==> src/rtl/dds_spi_pkg.sv <==
// Shared definitions for the AD9957 FTW loader: state encoding, frame
// geometry and the instruction/data frame builder.
package dds_spi_pkg;

  // One instruction byte plus the 64-bit single-tone profile word.
  localparam int unsigned FRAME_BITS = 72;

  // AD9957 instruction byte: bit 7 low selects a write.
  localparam logic AD9957_WRITE = 1'b0;

  // Single-tone profile 0 register address.
  localparam logic [4:0] PROFILE0_ADDR = 5'h0E;

  // Width of the phase/delay counters (covers any practical divider).
  localparam int unsigned CNT_W = 16;

  typedef enum logic [2:0] {
    ST_IDLE,
    ST_CS_SETUP,
    ST_SHIFT,
    ST_CS_HOLD,
    ST_IOUPD,
    ST_GAP
  } state_t;

  // Instruction byte followed by {2'b00, ASF, POW, FTW}, MSB first.
  function automatic logic [FRAME_BITS-1:0] build_frame(
    input logic [4:0]  addr,
    input logic [13:0] asf,
    input logic [15:0] pow,
    input logic [31:0] ftw
  );
    return {AD9957_WRITE, 2'b00, addr, 2'b00, asf, pow, ftw};
  endfunction

endpackage

==> src/rtl/dds_spi_shift.sv <==
// SPI mode-0 serializer: SCLK divider, 72-bit shift register and bit
// counter. A start pulse loads the frame; last_bit flags the final cycle
// of the last high phase so the parent can leave its SHIFT state.
module dds_spi_shift
  import dds_spi_pkg::*;
#(
  parameter int unsigned CLK_DIV = 4
) (
  input  logic                  clk,
  input  logic                  rst,
  input  logic                  start,
  input  logic [FRAME_BITS-1:0] frame,
  output logic                  sclk,
  output logic                  sdio,
  output logic                  last_bit
);

  localparam int unsigned BIT_W = $clog2(FRAME_BITS);

  logic [CNT_W-1:0]      div_cnt;
  logic [BIT_W-1:0]      bit_cnt;
  logic [FRAME_BITS-1:0] shreg;
  logic                  active;
  logic                  div_last;
  logic                  final_bit;

  assign div_last  = (div_cnt == CNT_W'(CLK_DIV - 1));
  assign final_bit = (bit_cnt == BIT_W'(FRAME_BITS - 1));
  assign last_bit  = active && sclk && div_last && final_bit;

  // Divider and shifter: sdio changes only when a new low phase begins.
  always_ff @(posedge clk) begin
    if (rst) begin
      div_cnt <= '0;
      bit_cnt <= '0;
      shreg   <= '0;
      active  <= 1'b0;
      sclk    <= 1'b0;
      sdio    <= 1'b0;
    end else if (start) begin
      shreg   <= {frame[FRAME_BITS-2:0], 1'b0};
      sdio    <= frame[FRAME_BITS-1];
      sclk    <= 1'b0;
      div_cnt <= '0;
      bit_cnt <= '0;
      active  <= 1'b1;
    end else if (active) begin
      if (div_last) begin
        div_cnt <= '0;
        if (!sclk) begin
          sclk <= 1'b1;
        end else begin
          sclk <= 1'b0;
          if (final_bit) begin
            active <= 1'b0;
            sdio   <= 1'b0;
          end else begin
            sdio    <= shreg[FRAME_BITS-1];
            shreg   <= {shreg[FRAME_BITS-2:0], 1'b0};
            bit_cnt <= bit_cnt + BIT_W'(1);
          end
        end
      end else begin
        div_cnt <= div_cnt + CNT_W'(1);
      end
    end
  end

endmodule

==> src/rtl/dds_ftw_spi_loader.sv <==
// Frequency-hop FTW loader: captures freq_factor on a freq_en rising
// edge, writes it to the AD9957 profile register over 3-wire SPI, then
// pulses IO_UPDATE. A one-deep pending slot absorbs hops during a transfer.
module dds_ftw_spi_loader
  import dds_spi_pkg::*;
#(
  parameter int unsigned CLK_DIV      = 4,
  parameter int unsigned IOUPD_CYCLES = 4,
  parameter logic [4:0]  PROFILE_ADDR = PROFILE0_ADDR,
  parameter logic [13:0] ASF          = 14'h3FFF,
  parameter logic [15:0] POW          = 16'h0000
) (
  input  logic        clk,
  input  logic        rst,
  input  logic [31:0] freq_factor,
  input  logic        freq_en,
  output logic        dds_cs_n,
  output logic        dds_sclk,
  output logic        dds_sdio,
  output logic        dds_io_update,
  output logic        busy,
  output logic        done,
  output logic        overrun
);

  state_t           state;
  state_t           state_next;
  logic [CNT_W-1:0] cnt;
  logic             cnt_last;
  logic             freq_en_d;
  logic             rise;
  logic             launch;
  logic [31:0]      launch_word;
  logic [31:0]      cur_word;
  logic             pend_valid;
  logic [31:0]      pend_word;
  logic             shift_start;
  logic             shift_last;

  logic             cs_n_next;
  logic             io_update_next;
  logic             busy_next;
  logic             done_next;
  logic             overrun_next;

  assign rise        = freq_en & ~freq_en_d;
  // A fresh edge in IDLE wins over a stale pending word.
  assign launch      = (state == ST_IDLE) && (rise || pend_valid);
  assign launch_word = rise ? freq_factor : pend_word;
  assign shift_start = (state == ST_CS_SETUP) && cnt_last;

  // Terminal count for the timed states.
  always_comb begin
    cnt_last = 1'b0;
    unique case (state)
      ST_CS_SETUP, ST_CS_HOLD, ST_GAP: cnt_last = (cnt == CNT_W'(CLK_DIV - 1));
      ST_IOUPD:                        cnt_last = (cnt == CNT_W'(IOUPD_CYCLES - 1));
      default:                         cnt_last = 1'b0;
    endcase
  end

  // State register.
  always_ff @(posedge clk) begin
    if (rst) begin
      state <= ST_IDLE;
    end else begin
      state <= state_next;
    end
  end

  // Next-state logic.
  always_comb begin
    state_next = state;
    unique case (state)
      ST_IDLE:     if (launch)     state_next = ST_CS_SETUP;
      ST_CS_SETUP: if (cnt_last)   state_next = ST_SHIFT;
      ST_SHIFT:    if (shift_last) state_next = ST_CS_HOLD;
      ST_CS_HOLD:  if (cnt_last)   state_next = ST_IOUPD;
      ST_IOUPD:    if (cnt_last)   state_next = ST_GAP;
      ST_GAP:      if (cnt_last)   state_next = ST_IDLE;
      default:                     state_next = ST_IDLE;
    endcase
  end

  // Output decode from the upcoming state so every output leaves a flop
  // aligned with the state it belongs to.
  always_comb begin
    cs_n_next      = !(state_next inside {ST_CS_SETUP, ST_SHIFT, ST_CS_HOLD});
    io_update_next = (state_next == ST_IOUPD);
    busy_next      = (state_next != ST_IDLE);
    done_next      = (state == ST_GAP) && cnt_last;
    // Any edge that finds the slot full (idle or busy) drops a word.
    overrun_next   = rise && pend_valid;
  end

  // Output registers.
  always_ff @(posedge clk) begin
    if (rst) begin
      dds_cs_n      <= 1'b1;
      dds_io_update <= 1'b0;
      busy          <= 1'b0;
      done          <= 1'b0;
      overrun       <= 1'b0;
    end else begin
      dds_cs_n      <= cs_n_next;
      dds_io_update <= io_update_next;
      busy          <= busy_next;
      done          <= done_next;
      overrun       <= overrun_next;
    end
  end

  // Edge history, phase counter, current word and pending slot.
  always_ff @(posedge clk) begin
    if (rst) begin
      freq_en_d  <= 1'b1;
      cnt        <= '0;
      cur_word   <= '0;
      pend_valid <= 1'b0;
      pend_word  <= '0;
    end else begin
      freq_en_d <= freq_en;
      if ((state_next != state) || (state == ST_IDLE) || (state == ST_SHIFT)) begin
        cnt <= '0;
      end else begin
        cnt <= cnt + CNT_W'(1);
      end
      if (launch) begin
        cur_word <= launch_word;
      end
      if (state == ST_IDLE) begin
        pend_valid <= 1'b0;
      end else if (rise) begin
        pend_valid <= 1'b1;
        pend_word  <= freq_factor;
      end
    end
  end

  dds_spi_shift #(
    .CLK_DIV(CLK_DIV)
  ) u_shift (
    .clk      (clk),
    .rst      (rst),
    .start    (shift_start),
    .frame    (build_frame(PROFILE_ADDR, ASF, POW, cur_word)),
    .sclk     (dds_sclk),
    .sdio     (dds_sdio),
    .last_bit (shift_last)
  );

endmodule

==> config.mk <==
export PLATFORM = sky130hd
export DESIGN_NAME = dds_ftw_spi_loader
export DESIGN_NICKNAME = d
export VERILOG_FILES = /design/src/rtl/dds_spi_pkg.sv /design/src/rtl/dds_spi_shift.sv /design/src/rtl/dds_ftw_spi_loader.sv
export SDC_FILE = /design/constraint.sdc
export NUM_CORES = 1
export LEC_CHECK = 0
export ABC_AREA = 1
export BUFFER_PORTS_ARGS = -buffer_cell sky130_fd_sc_hd__buf_4
export CELL_PAD_IN_SITES_DETAIL_PLACEMENT = 1
export CELL_PAD_IN_SITES_GLOBAL_PLACEMENT = 1
export CORE_MARGIN = 8
export CORE_UTILIZATION = 45
export CTS_CLUSTER_SIZE = 28
export DETAILED_ROUTE_END_ITERATION = 8
export PLACE_DENSITY_LB_ADDON = 0.1
export SETUP_SLACK_MARGIN = 0.5
export SYNTH_ARGS = -nofsm -noshare
export SYNTH_HDL_FRONTEND = slang
export SYNTH_SLANG_ARGS = --single-unit
export TNS_END_PERCENT = 1
==> constraint.sdc <==
create_clock -name clk -period 2.2 [get_ports clk]
set_input_delay 0.44 -clock clk [delete_from_list [all_inputs] [get_ports clk]]
set_output_delay 0.44 -clock clk [all_outputs]
set_load 0.01 [all_outputs]
# [Word-level counts from Yosys, hierarchy flattened]
# Index checks and enable logic that the tools add are counted.
[totals] output_inout_bits=7 mem_count=0 reg_bits=187 latchBits=0 rom_bits=0 mem_bits_rw=0
[op_classes] div=0 n_eq_ne=14 n_mux=22 n_reduce_logical=25 bitwise_logic=3 order_cmp=0 shifts=0 add_sub_neg=3 multipliers=0
[op_table] cell="two-way mux 69 bit" count=5
[op_table] cell="adder 16 x 1 -> 16 bit (second input constant)" count=2
[op_table] cell="== test 16 x 2 -> 1 bit (second input constant)" count=2
[op_table] cell="two-way mux 32 bit" count=1
[op_table] cell="two-way mux 3 bit" count=6
[op_table] cell="case mux 3 bit (6 select lines)" count=1
[op_table] cell="two-way mux 16 bit" count=1
[op_table] cell="== test 3 x 2 -> 1 bit (second input constant)" count=4
[op_table] cell="== test 3 bit (second input constant)" count=3
[op_table] cell="two-way mux 1 bit" count=8
[op_table] cell="AND reduction 4 bit" count=2
[op_table] cell="adder 7 x 1 -> 7 bit (second input constant)" count=1
[op_table] cell="== test 7 bit (second input constant)" count=1
[op_table] cell="logical AND 1 bit" count=7
[op_table] cell="== test 3 x 1 -> 1 bit (second input constant)" count=2
[op_table] cell="nonzero test 2 bit" count=3
[op_table] cell="nonzero test 3 bit" count=2
[op_table] cell="OR reduction 2 bit" count=3
[op_table] cell="OR reduction 4 bit" count=1
[op_table] cell="zero test 3 bit" count=1
[op_table] cell="logical OR 1 bit" count=3
[op_table] cell="!= test 3 bit" count=1
[op_table] cell="AND reduction 3 bit" count=1
[op_table] cell="!= test 2 bit (second input constant)" count=1
[op_table] cell="4 further kinds" count=5

# [Longest topological paths before layout]
# Gate-level depths: netlist (run 1).
[depth] depth_word=10 ltp_mapped=12 ltp_nobuf=12

# [Cells and area by module]
# Synthesis (run 1) repeated with hierarchy kept, for this count alone.
[unflattened] cells_unflattened=1258 hier_area_um2=8759.7
[modules_own_cells] mod="dds_spi_shift" area_each_um2=4921.0 instances=1 cells_each=758
[modules_own_cells] mod="dds_ftw_spi_loader" area_each_um2=3838.7 instances=1 cells_each=500

# [Least setup slack after synthesis (run 1)]
# No wires, ideal clock.
[synth_path] path_type="reg-to-reg" startpoint="register cnt[0]" endpoint="register u_shift.shreg[10]" synth_period_minus_slack_ns=1.609 path_stages_with_launch=10 required_time_ns=2.078 arrival_ns=1.487 slack_ns=0.591 path_cell_list="dfxtp_1 ha_1 inv_2 nor2_4 nand2_1 nor2_4 nand3_4 clkbuf_1 o21ai_0 nor3_2"
[synth_via] elab_chain_len=5 word_cells_on_any_way=9
[synth_lines] item="start: declaration" line_no="dds_ftw_spi_loader.sv:28" text="logic [CNT_W-1:0] cnt;"
[synth_lines] item="start signal: assignment" line_no="dds_ftw_spi_loader.sv:126" text="cnt <= cnt + CNT_W'(1);"
[synth_lines] item="== test 16 x 2 -> 1 bit (*)" line_no="dds_ftw_spi_loader.sv:56, dds_ftw_spi_loader.sv:57"
[synth_lines] item="two-way mux 1 bit (*)"
[synth_lines] item="logical AND 1 bit (*)" line_no="dds_ftw_spi_loader.sv:50" text="assign shift_start = (state == ST_CS_SETUP) && cnt_last;"
[synth_lines] item="!= test 2 bit (no source line) or nonzero test 2 bit (tied branches)"
[synth_lines] item="AND reduction 4 bit (no source line)"
[synth_lines] item="end signal: assignment" line_no="dds_spi_shift.sv:41" text="shreg <= {frame[FRAME_BITS-2:0], 1'b0};"
[synth_lines] item="end signal: assignment" line_no="dds_spi_shift.sv:59" text="shreg <= {shreg[FRAME_BITS-2:0], 1'b0};"
[synth_lines] item="end: declaration" line_no="dds_spi_shift.sv:22" text="logic [FRAME_BITS-1:0] shreg;"
# Mark *: on every way between the ends. The rest lies on a longest branch, timed or not.
# A chain may end at the register's enable or synchronous reset.

# [Final worst setup path (run 1)]
[layout_path] startpoint="register cnt[0]" endpoint="register u_shift.shreg[59]"
# The elaborated chain is that of the path after synthesis.

==> results of run 1 <==
## worst register-to-register path, cell delays in order (launching register included)
cell and delay (ns):
dfxtp_2 0.37, ha_4 0.14, inv_2 0.04, nor2_4 0.12
nand2_2 0.08, nor2_4 0.13, nand3_4 0.15, buf_6 0.16
nand3_4 0.08, buf_12 0.16, clkbuf_16 0.17, o21ai_1 0.06
nor2_1 0.11
## registers in the layout, indices dropped and copies added (netlist names)
register	flops
cur_word	32
u_shift.bit_cnt	7
pend_word	32
done	1
u_shift.div_cnt	16
u_shift.active	1
cnt	16
overrun	1
freq_en_d	1
state	3
u_shift.shreg	71
u_shift.sclk	1
busy	1
dds_io_update	1
pend_valid	1
dds_cs_n	1
u_shift.sdio	1
## layer usage
layer | wire length, um | part of all wire, % | global-route usage [%] | vias to the layer above
met5 | 0 | 0 | 0 | -
met4 | 200 | 0.96 | 4.59 | 0
met3 | 492 | 2.4 | 3.96 | 16
met2 | 10400 | 50 | 31.8 | 63
met1 | 9840 | 47 | 22.9 | 3314
li1 | - | - | - | 3508
## through the flow
stage                     instances  hold WS (ns)  total power [W]  setup WS, ns
final                          1332         0.205          0.00717         0.370
after global routing           1332         0.214          0.00744         0.260
after CTS                      1317         0.190          0.00726         0.422
after detailed placement       1269         0.437          0.00389         0.141
after global placement         1269         0.427          0.00387         0.184
after floorplan                1032         0.417          0.00376         0.591
## final timing paths
kind                     startpoint                              to  slack, ns  cells after the start
setup / recovery  cnt[0]$_SDFF_PP0_  u_shift.shreg[59]$_SDFFE_PP0P_       0.37                     12
hold / removal              freq_en            freq_en_d$_SDFF_PP1_       0.21                      3
setup reg to reg  cnt[0]$_SDFF_PP0_  u_shift.shreg[59]$_SDFFE_PP0P_       0.37                     12
hold reg to reg   cnt[0]$_SDFF_PP0_               cnt[0]$_SDFF_PP0_       0.45                      1
## power groups by stage
stage,registers (W),logic [W],clock network (W)
6_report,0.00347,0.000344,0.00336
3_3_place_gp,0.00354,0.000333,0
4_1_cts,0.00347,0.000346,0.00344
3_5_place_dp,0.00355,0.000341,0
2_1_floorplan,0.00354,0.000218,0
5_1_grt,0.00347,0.000384,0.00359
## cells in the mapped netlist (3+ instances only)
cell | count | area (sq um)
nand3_1 | 48 | 240
ha_1 | 3 | 37.5
nor3_1 | 16 | 80.1
inv_1 | 63 | 236
a31oi_1 | 4 | 25.0
nor2_2 | 5 | 31.3
a21oi_1 | 103 | 515
o21ai_1 | 16 | 80.1
nor2_4 | 5 | 56.3
clkbuf_1 | 22 | 82.6
nor2_1 | 225 | 845
nor3_2 | 28 | 280
inv_2 | 7 | 26.3
o21ai_0 | 70 | 350
mux2i_1 | 32 | 320
buf_2 | 22 | 110
buf_8 | 3 | 45.0
buf_4 | 6 | 45.0
dfxtp_1 | 187 | 3740
nand4_1 | 12 | 75.1
xor2_1 | 21 | 184
nand2_1 | 112 | 420
## timing repair
| item | 4_1_cts | 5_1_grt |
|---|---|---|
| hold endpoints to repair | 0 | 0 |
| setup endpoints to repair | 117 | 134 |
| gates resized for setup | 31 | 13 |
| setup buffers | 12 | 9 |
| cloned | 4 | 6 |
| pin swaps | 12 | 10 |
## logic make-up after synthesis
family	Yosys count	synth area share, %
xor gates and xnor gates	23	2.51
and+or+nand+nor	466	27.1
muxes	32	3.99
buffers and inverters	125	6.98
DFF	187	46.6
adders and majority gates	3	0.467
AOI/OAI and AO/OA	196	12.4
## area by class of cell
class                      count  area (sq um)  share of cell area [%]
clock inverter                14           210                    2.16
sequential                   187          3760                    38.6
clock buffer                  18           439                    4.51
tap                          229           287                    2.94
inverter                      71           267                    2.74
timing repair buffer          93           946                    9.72
multi-input combinational    720          3830                    39.3
==> flow_summary_export.csv, run 1 <==
group,metric,value,unit
global_routing,grt_pass1_vias,7090,
setup_path,arrival,2.19,ns
cells_and_area,antenna_cells,0,
power,ir_worst_vdd,0.592,mV
timing,tightestPinTransition,0.600,ns
timing,setup_viol,0,
job,maxCapViolCount,0,
yosys,syn_nets,1070,
timing,relSlewSlack,60.0,%
power,intPower,0.00553,W
yosys,synth.distinct_cells,38,
clock_network,cts_hold_repair.buffers,0,
power,clockPowerShare,46.9,%
timing,hold_violations,0,
die,fp.coreArea,17700,sq um
timing,rsz0062_at_grt,"yes",
setup_path,path_cells,"ha_4 -> inv_2 -> nor2_4 -> nand2_2 -> nor2_4 -> nand3_4 -> buf_6 -> nand3_4 -> buf_12 -> clkbuf_16 -> o21ai_1 -> nor2_1",
global_routing,grt.overflow.total,0,
routing,wire_per_inst,15.7,um
routing,routed_via_density,5.18,
cells_and_area,drive_above_1_share,18.8,%
clock_network,cts_max_path_buffers,2,
setup_path,end_kind,"register",
cells_and_area,final_cell_area,9730,sq um
routing,vias,6901,
setup_path,cp_top_family,"simple AND/OR/NAND/NOR gates",
status,status,"finished, final reports clean",
setup_path,worstPathRequired,2.56,ns
die,initial_core_util,45.3,%
setup_path,slowest_delay,0.37,ns
setup_path,slowest_stage,"dfxtp_2",
clock_network,cts_made_buffers,17,
placement,io_buffers,41,
power,p_switching,0.00164,W
cells_and_area,fillers,2164,
yosys,syn_inst,1032,
setup_path,cp_num_buf_inv,4,
power,powerDensity,737,nW/um^2
setup_path,path_class,"reg -> reg",
yosys,synth_ff_type,"dfxtp_1",
yosys,seq_area_frac_synth,46.6,%
die,row_count,49,
power,power_frac_seq,48.3,%
die,dieArea,22400,sq um
die,die-height,150,um
clock_network,clock_sinks,187,
setup_path,cp-start-kind,"register",
placement,placed_area,8560,sq um
yosys,synth_area,8030,sq um
timing,period_needed,1.83,ns
yosys,async_reset_ff_share,0,%
timing,fin_crit_sh,83.2,%
timing,setup_tns,0,ns
global_routing,track_usage,18.4,%
die,ios,42,
die,die_w,150,um
cells_and_area,final_common_cell,"nor2_1",
timing,fmax,0.547,GHz
timing,skew,0.0117,ns
cells_and_area,final_cell_mix,"nor2_1, dfxtp_1, nand2_1",
clock_network,clockRootBuffer,"clkbuf_16",
routing,drt_iter0_drc,240,
clock_network,cts_tree,"built",
power,p_sw_share,22.8,%
clock_network,clk_latency,0.44,ns
yosys,synth_seq_cells,187,
clock_network,clk_pin_slew,0.07,ns
cells_and_area,post-route-util,54.9,%
yosys,syn_avg_cell_area,7.78,sq um
cells_and_area,synthToLayoutAreaGrowth,21.2,%
global_routing,grt_antenna_before_repair,0,
yosys,synth_edf_count,0,
routing,drc,0,
routing,antenna_left,0,
routing,dr.pass1.iters,4,
global_routing,grt_pass1_wl,33.9,mm
power,leakage,3.95,nW
cells_and_area,nNetsFinal,1128,
min_path,hp-class,"in -> reg",
timing,final_max_slew_viol_count,0,
placement,globalplace.congestion,0.793,
clock_network,h-tree-depth,4,
routing,finalWirelength,20.9,mm
yosys,yosys_warnings,0,
global_routing,grt_max_degree,65,
power,comb_power_share,4.8,%
setup_path,cp_max_fo,8,
placement,dp_hpwl,12.9,mm
Power figures use the tool's default switching activity.
==> run 2, diff against run 1 <==
==> constraint.sdc (replaced) <==
create_clock -name clk -period 1.81 [get_ports clk]
set_input_delay 0.362 -clock clk [delete_from_list [all_inputs] [get_ports clk]]
set_output_delay 0.362 -clock clk [all_outputs]
set_load 0.01 [all_outputs]
==> run 2 against run 1 <==
Effect of this change: register-to-register slack got worse by 0.25 ns; routed wire length fell by 6.4%; fmax is 8.4% higher; non-clock buffer count down 2; first-iteration DRC count up 23%; hold slack lost 0.099 ns; largest cell class unchanged.
==> flow_summary_export.csv, run 2 (synthesis results as in run 1) <==
group,metric,value,unit
routing,dr.pass1.iters,4,
cells_and_area,antenna_cells,0,
routing,routed_via_density,5.12,
clock_network,h-tree-depth,4,
die,die_w,150,um
die,initial_core_util,45.3,%
power,clockPowerShare,43.7,%
cells_and_area,synthToLayoutAreaGrowth,18.7,%
die,ios,42,
die,dieArea,22400,sq um
setup_path,path_class,"reg -> reg",
routing,finalWirelength,19.6,mm
setup_path,slowest_delay,0.35,ns
cells_and_area,largest_reg_flops,71,
cells_and_area,largestRegisters,"u_shift.shreg (71), cur_word (32), pend_word (32)",
status,status,"finished, final reports clean",
cells_and_area,final_cell_mix,"nor2_1, dfxtp_1, nand2_1",
global_routing,grt_max_degree,65,
power,ir_worst_vdd,0.611,mV
setup_path,worstPathRequired,2.12,ns
clock_network,cts_made_buffers,17,
setup_path,end_kind,"register",
clock_network,clk_latency,0.43,ns
clock_network,cts_max_path_buffers,2,
power,power_frac_seq,51.1,%
global_routing,grt_pass1_wl,33.9,mm
cells_and_area,drive_above_1_share,18.9,%
setup_path,path_cells,"ha_4 -> inv_2 -> nor2_4 -> nand2_2 -> nor2_4 -> nand3_4 -> buf_6 -> nand2_8 -> inv_2 -> o21ai_0 -> a21oi_1",
timing,final_max_slew_viol_count,0,
cells_and_area,nNetsFinal,1126,
routing,drc,0,
timing,setup_viol,0,
setup_path,arrival,2.00,ns
placement,io_buffers,41,
global_routing,grt_pass1_vias,7062,
setup_path,cp_num_buf_inv,3,
power,p_switching,0.00204,W
power,comb_power_share,5.2,%
timing,tightestPinTransition,0.586,ns
routing,vias,6816,
clock_network,clk_pin_slew,0.07,ns
power,leakage,3.86,nW
setup_path,cp_max_fo,11,
timing,relSlewSlack,60.9,%
setup_path,slowest_stage,"dfxtp_2",
min_path,hp-class,"in -> reg",
global_routing,track_usage,18.3,%
setup_path,cp-start-kind,"register",
timing,fin_hold_ws,0.107,ns
timing,hold_violations,0,
timing,period_needed,1.69,ns
routing,wire_per_inst,14.7,um
timing,fmax,0.593,GHz
clock_network,clock_sinks,187,
power,powerDensity,865,nW/um^2
die,fp.coreArea,17700,sq um
job,maxCapViolCount,0,
routing,antenna_left,0,
min_path,hold_start,"freq_en",
clock_network,cts_hold_repair.buffers,0,
clock_network,clockRootBuffer,"clkbuf_16",
timing,rsz0062_at_grt,"yes",
placement,dp_hpwl,13.1,mm
placement,placed_area,8710,sq um
setup_path,critPathLaunch,"cnt[0]$_SDFF_PP0_",
cells_and_area,regMostFlops,"u_shift.shreg",
clock_network,cts_tree,"built",
power,intPower,0.00621,W
global_routing,grt_antenna_before_repair,0,
routing,drt_iter0_drc,296,
setup_path,critical_path.reg2reg.startpoint,"cnt[0]$_SDFF_PP0_",
die,die-height,150,um
placement,globalplace.congestion,0.768,
cells_and_area,final_cell_area,9530,sq um
timing,fin_crit_sh,93.2,%
timing,skew,0.00942,ns
global_routing,grt.overflow.total,0,
power,p_sw_share,24.7,%
die,row_count,49,
timing,setup_tns,0,ns
setup_path,cp_top_family,"simple AND/OR/NAND/NOR gates",
cells_and_area,final_common_cell,"nor2_1",
## run 2: cell count changes in the layout (fill, tap and decap cells not counted), sizes merged
cell / change
buf: +3
bufinv: -4
clkbuf: -5
inv: +4
## run 2: worst min-delay path: stages
cell and delay (ns):
buf_4 0.07, inv_1 0.03, nand2_1 0.04
## run 2: area by class of cell
type | count | area [sq um]
fill | 2181 | 8190
inverter | 71 | 267
timing repair buffer | 91 | 810
clock inverter | 14 | 125
sequential | 187 | 3750
tap | 229 | 287
multi-input combinational | 720 | 3850
clock buffer | 18 | 439
## run 2: path summary, 6_finish.rpt
check / slack, ns / depth (start not counted) / to
setup / recovery: 0.12 / 11 / u_shift.shreg[65]$_SDFFE_PP0P_
hold / removal: 0.11 / 3 / freq_en_d$_SDFF_PP1_
setup reg to reg: 0.12 / 11 / u_shift.shreg[65]$_SDFFE_PP0P_
hold reg to reg: 0.46 / 2 / u_shift.shreg[40]$_SDFFE_PP0P_
## run 2: stage by stage
stage	power (W)	cells	worst slack (ns)	utilization, %
detailed placement	0.00473	1284	-0.0558	49.1
finish	0.00825	1330	0.122	53.8
CTS	0.00834	1327	0.0995	53.4
global route	0.00858	1330	0.0277	53.8
global placement	0.00471	1284	-0.0275	49.1
floorplan	0.00457	1032	0.272	-
## run 2: timing repair
| action | 4_1_cts | 5_1_grt |
|---|---|---|
| gates cloned | 2 | 0 |
| setup buffers | 9 | 3 |
| endpoints found under the setup margin | 185 | 186 |
| resized for setup | 20 | 16 |
| pin swaps | 7 | 5 |
## run 2: metal layers
layer | vias to the layer above | routed length [um] | track usage, %
li1 | 3511 | - | -
met1 | 3236 | 9490 | 23.1
met2 | 50 | 9520 | 31.6
met3 | 19 | 318 | 2.87
met4 | 0 | 251 | 5.55
met5 | - | 0 | 0
## run 2: power by group through the flow
stage                     combinational (W)  clock, W  sequential [W]
after floorplan                    0.000269         0         0.00430
after global placement             0.000408         0         0.00431
after detailed placement           0.000420         0         0.00431
after CTS                          0.000434   0.00369         0.00421
after global routing               0.000475   0.00389         0.00422
final                              0.000430   0.00360         0.00421
==> run 3, diff against run 2 <==
--- a/config.mk
+++ b/config.mk
@@ -5,12 +5,11 @@
 export SDC_FILE = /design/constraint.sdc
 export NUM_CORES = 1
 export LEC_CHECK = 0
-export ABC_AREA = 1
 export BUFFER_PORTS_ARGS = -buffer_cell sky130_fd_sc_hd__buf_4
 export CELL_PAD_IN_SITES_DETAIL_PLACEMENT = 1
 export CELL_PAD_IN_SITES_GLOBAL_PLACEMENT = 1
 export CORE_MARGIN = 8
-export CORE_UTILIZATION = 45
+export CORE_UTILIZATION = 46
 export CTS_CLUSTER_SIZE = 28
 export DETAILED_ROUTE_END_ITERATION = 8
 export PLACE_DENSITY_LB_ADDON = 0.1
==> run 3 against run 2 <==
Effect of this change: via count decreased by 9.2%; largest power group unchanged; critical path depth decreased by 4; register-to-register slack got worse by 0.39 ns; sequential cell count unchanged; the flow now finishes with violations (setup timing).
==> flow_summary_export.csv, run 3 <==
group,metric,value,unit
global_routing,grt_antenna_before_repair,0,
clock_network,h-tree-depth,4,
routing,drc,0,
placement,globalplace.congestion,0.787,
clock_network,clock_sinks,187,
cells_and_area,largestRegisters,"u_shift.shreg (71), cur_word (32), pend_word (32)",
yosys,async_reset_ff_share,0,%
setup_path,arrival,2.39,ns
setup_path,end_kind,"register",
routing,antenna_left,0,
yosys,synth_top_area_share,49.5,%
clock_network,cts_hold_repair.buffers,0,
yosys,synth_edf_count,0,
timing,period_needed,2.08,ns
clock_network,clk_pin_slew,0.07,ns
status,violations,"setup timing",
global_routing,track_usage,18.9,%
min_path,hold_start,"freq_en",
min_path,min_path_cells,2,
setup_path,cp_max_fo,16,
yosys,synth_xor_area_share,3.94,%
setup_path,cp-start-kind,"register",
timing,rsz0062_at_grt,"yes",
yosys,synth_area_leaders,"dfxtp_1, mux2i_1, nand2_1",
setup_path,reg2reg_depth,7,
cells_and_area,largest_reg_flops,71,
yosys,syn_nets,906,
timing,fmax,0.482,GHz
die,die_w,144,um
die,initial_core_util,46.3,%
die,fp.coreArea,16300,sq um
timing,skew,0.00888,ns
min_path,min_to,"freq_en_d$_SDFF_PP1_",
routing,wire_per_inst,16.3,um
timing,fin_ws,-0.266,ns
min_path,hp-class,"in -> reg",
setup_path,worstPathRequired,2.13,ns
routing,vias,6189,
die,ios,42,
yosys,synth_area,7570,sq um
yosys,synth.distinct_cells,37,
setup_path,rrSetupSlack,-0.27,ns
yosys,synthSimpleGateAreaFrac,20.8,%
timing,setup_viol,85,
yosys,syn_avg_cell_area,8.72,sq um
timing,tightestPinTransition,0.538,ns
job,maxCapViolCount,0,
yosys,synth_adder_area_share,0.496,%
routing,finalWirelength,18.9,mm
cells_and_area,synthToLayoutAreaGrowth,25.1,%
cells_and_area,antenna_cells,0,
setup_path,critical_path.reg2reg.startpoint,"u_shift.div_cnt[1]$_SDFFE_PP0P_",
setup_path,path_class,"reg -> reg",
setup_path,path_cells,"ha_4 -> nor4b_4 -> nand4_1 -> or3_4 -> buf_12 -> mux2i_1 -> a211oi_1",
yosys,syn_inst,868,
setup_path,timing.rr.end,"u_shift.shreg[18]$_SDFFE_PP0P_",
timing,relSlewSlack,64.0,%
clock_network,clk_latency,0.42,ns
timing,fin_crit_sh,115,%
setup_path,critPathLaunch,"u_shift.div_cnt[1]$_SDFFE_PP0P_",
setup_path,slowest_delay,0.50,ns
cells_and_area,final_common_cell,"dfxtp_1",
placement,dp_hpwl,12.1,mm
status,status,"finished with violations",
global_routing,grt_pass1_vias,6594,
power,powerDensity,856,nW/um^2
routing,dr.pass1.iters,4,
yosys,seq_area_frac_synth,49.5,%
cells_and_area,nNetsFinal,965,
die,dieArea,20800,sq um
timing,final_max_slew_viol_count,0,
placement,io_buffers,41,
cells_and_area,drive_above_1_share,21.5,%
yosys,muxShareOfSynthArea,8.47,%
routing,drt_iter0_drc,302,
global_routing,grt_pass1_wl,31.7,mm
yosys,synth_ff_type,"dfxtp_1",
global_routing,grt.overflow.total,0,
yosys,synth_top_family_by_area,"simple AND/OR/NAND/NOR gates",
power,ir_worst_vdd,0.678,mV
routing,routed_via_density,5.34,
yosys,yosysTopAreaCell,"dfxtp_1",
yosys,synth_common_cells,"dfxtp_1, nand2_1, nor2_1, a21oi_1, a211oi_1",
clock_network,cts_made_buffers,17,
cells_and_area,final_cell_area,9460,sq um
setup_path,slowest_stage,"or3_4",
global_routing,grt_max_degree,100,
placement,placed_area,8500,sq um
clock_network,cts_tree,"built",
yosys,yosysMostFrequentCell,"dfxtp_1",
clock_network,cts_max_path_buffers,2,
die,row_count,47,
yosys,yosys_warnings,0,
power,leakage,3.45,nW
clock_network,clockRootBuffer,"clkbuf_16",
timing,hold_violations,0,
placement,pre_cts_slack,-0.332,ns
yosys,synth_compound_area_share,13.1,%
yosys,synth_seq_cells,187,
die,die-height,144,um
cells_and_area,final_cell_mix,"dfxtp_1, nand2_1, nor2_1",
cells_and_area,regMostFlops,"u_shift.shreg",
==> run 3: changes by cell type after synthesis, moves of 15 or more <==
cell,before,now
nor2_1,225,111
o21ai_0,70,2
a211oi_1,0,65
inv_1,63,4
nand2_1,112,159
a21oi_1,103,66
mux2i_1,32,64
nand3_1,48,18
nor3_2,28,2
clkbuf_1,22,45
xnor2_1,2,17
==> run 3: final cells by class <==
class,count,area (sq um)
Clock buffer,19,443
Clock inverter,13,120
Fill cell,1857,6890
Inverter,4,15.0
Multi-Input combinational cell,615,3890
Sequential cell,187,3750
Tap cell,220,275
Timing Repair Buffer,102,967
==> run 3: repair_timing <==
action,in CTS,in global routing
buffers inserted,2,0
setup endpoints to repair,186,185
pin swaps,27,12
cloned,1,0
resized for setup,64,19
==> run 3: worst max path at each step <==
stage | endpoint | slack (ns) | cells past startpoint
5_1_grt | u_shift.shreg[18]$_SDFFE_PP0P_ | -0.35 | 7
4_1_cts | u_shift.bit_cnt[2]$_SDFFE_PP0P_ | -0.18 | 7
3_5_place_dp | u_shift.shreg[21]$_SDFFE_PP0P_ | -0.33 | 6
3_3_place_gp | u_shift.shreg[4]$_SDFFE_PP0P_ | -0.24 | 6
2_1_floorplan | u_shift.shreg[10]$_SDFFE_PP0P_ | -0.005 | 8
6_report | u_shift.shreg[18]$_SDFFE_PP0P_ | -0.27 | 7
==> run 3: cells by family (layout without fill, tap and decap cells) <==
logic type	Yosys count	in the layout
AO/OA/AOI/OAI	158	158
XOR/XNOR	34	34
adder cells (fa/ha/maj)	3	3
buffers and inverters	66	138
flip-flops	187	187
multiplexers	64	64
AND/OR/NAND/NOR	356	356
==> run 3: power breakdown <==
| part | internal (W) | switching, W | leakage, nW |
|---|---|---|---|
| logic | 0.000153 | 0.000203 | 1.68 |
| registers | 0.00417 | 0.0000298 | 1.51 |
| clock network | 0.00194 | 0.00161 | 0.258 |
| total | 0.00626 | 0.00184 | 3.45 |
==> run 3: metal layers <==
| metal | up-vias | wire length [um] | global-route usage [%] |
|---|---|---|---|
| li1 | 3105 | - | - |
| met3 | 15 | 317 | 3.43 |
| met2 | 54 | 9520 | 33.1 |
| met5 | - | 0 | 0 |
| met4 | 0 | 196 | 5.81 |
| met1 | 3015 | 8870 | 23.2 |
==> run 3: stage by stage <==
step           utilization, %  power [W]  TNS [ns]  cells  hold slack, ns
2_1_floorplan               -    0.00447   -0.0939    868           0.418
3_3_place_gp             52.0    0.00461    -10.53   1125           0.439
3_5_place_dp             52.0    0.00463    -13.04   1125           0.448
4_1_cts                  57.3    0.00819     -7.70   1160           0.118
5_1_grt                  57.9    0.00841    -17.45   1160           0.138
6_report                 57.9    0.00810    -10.57   1160           0.135
==> run 3: critical path, delay by kind of cell (launching register included) <==
kind	cells	cell delay, ns
buffers and inverters	1	0.19
muxes	1	0.13
and+or+nand+nor	3	0.88
AOI/OAI and AO/OA	1	0.27
adders and majority gates	1	0.14
DFF	1	0.36
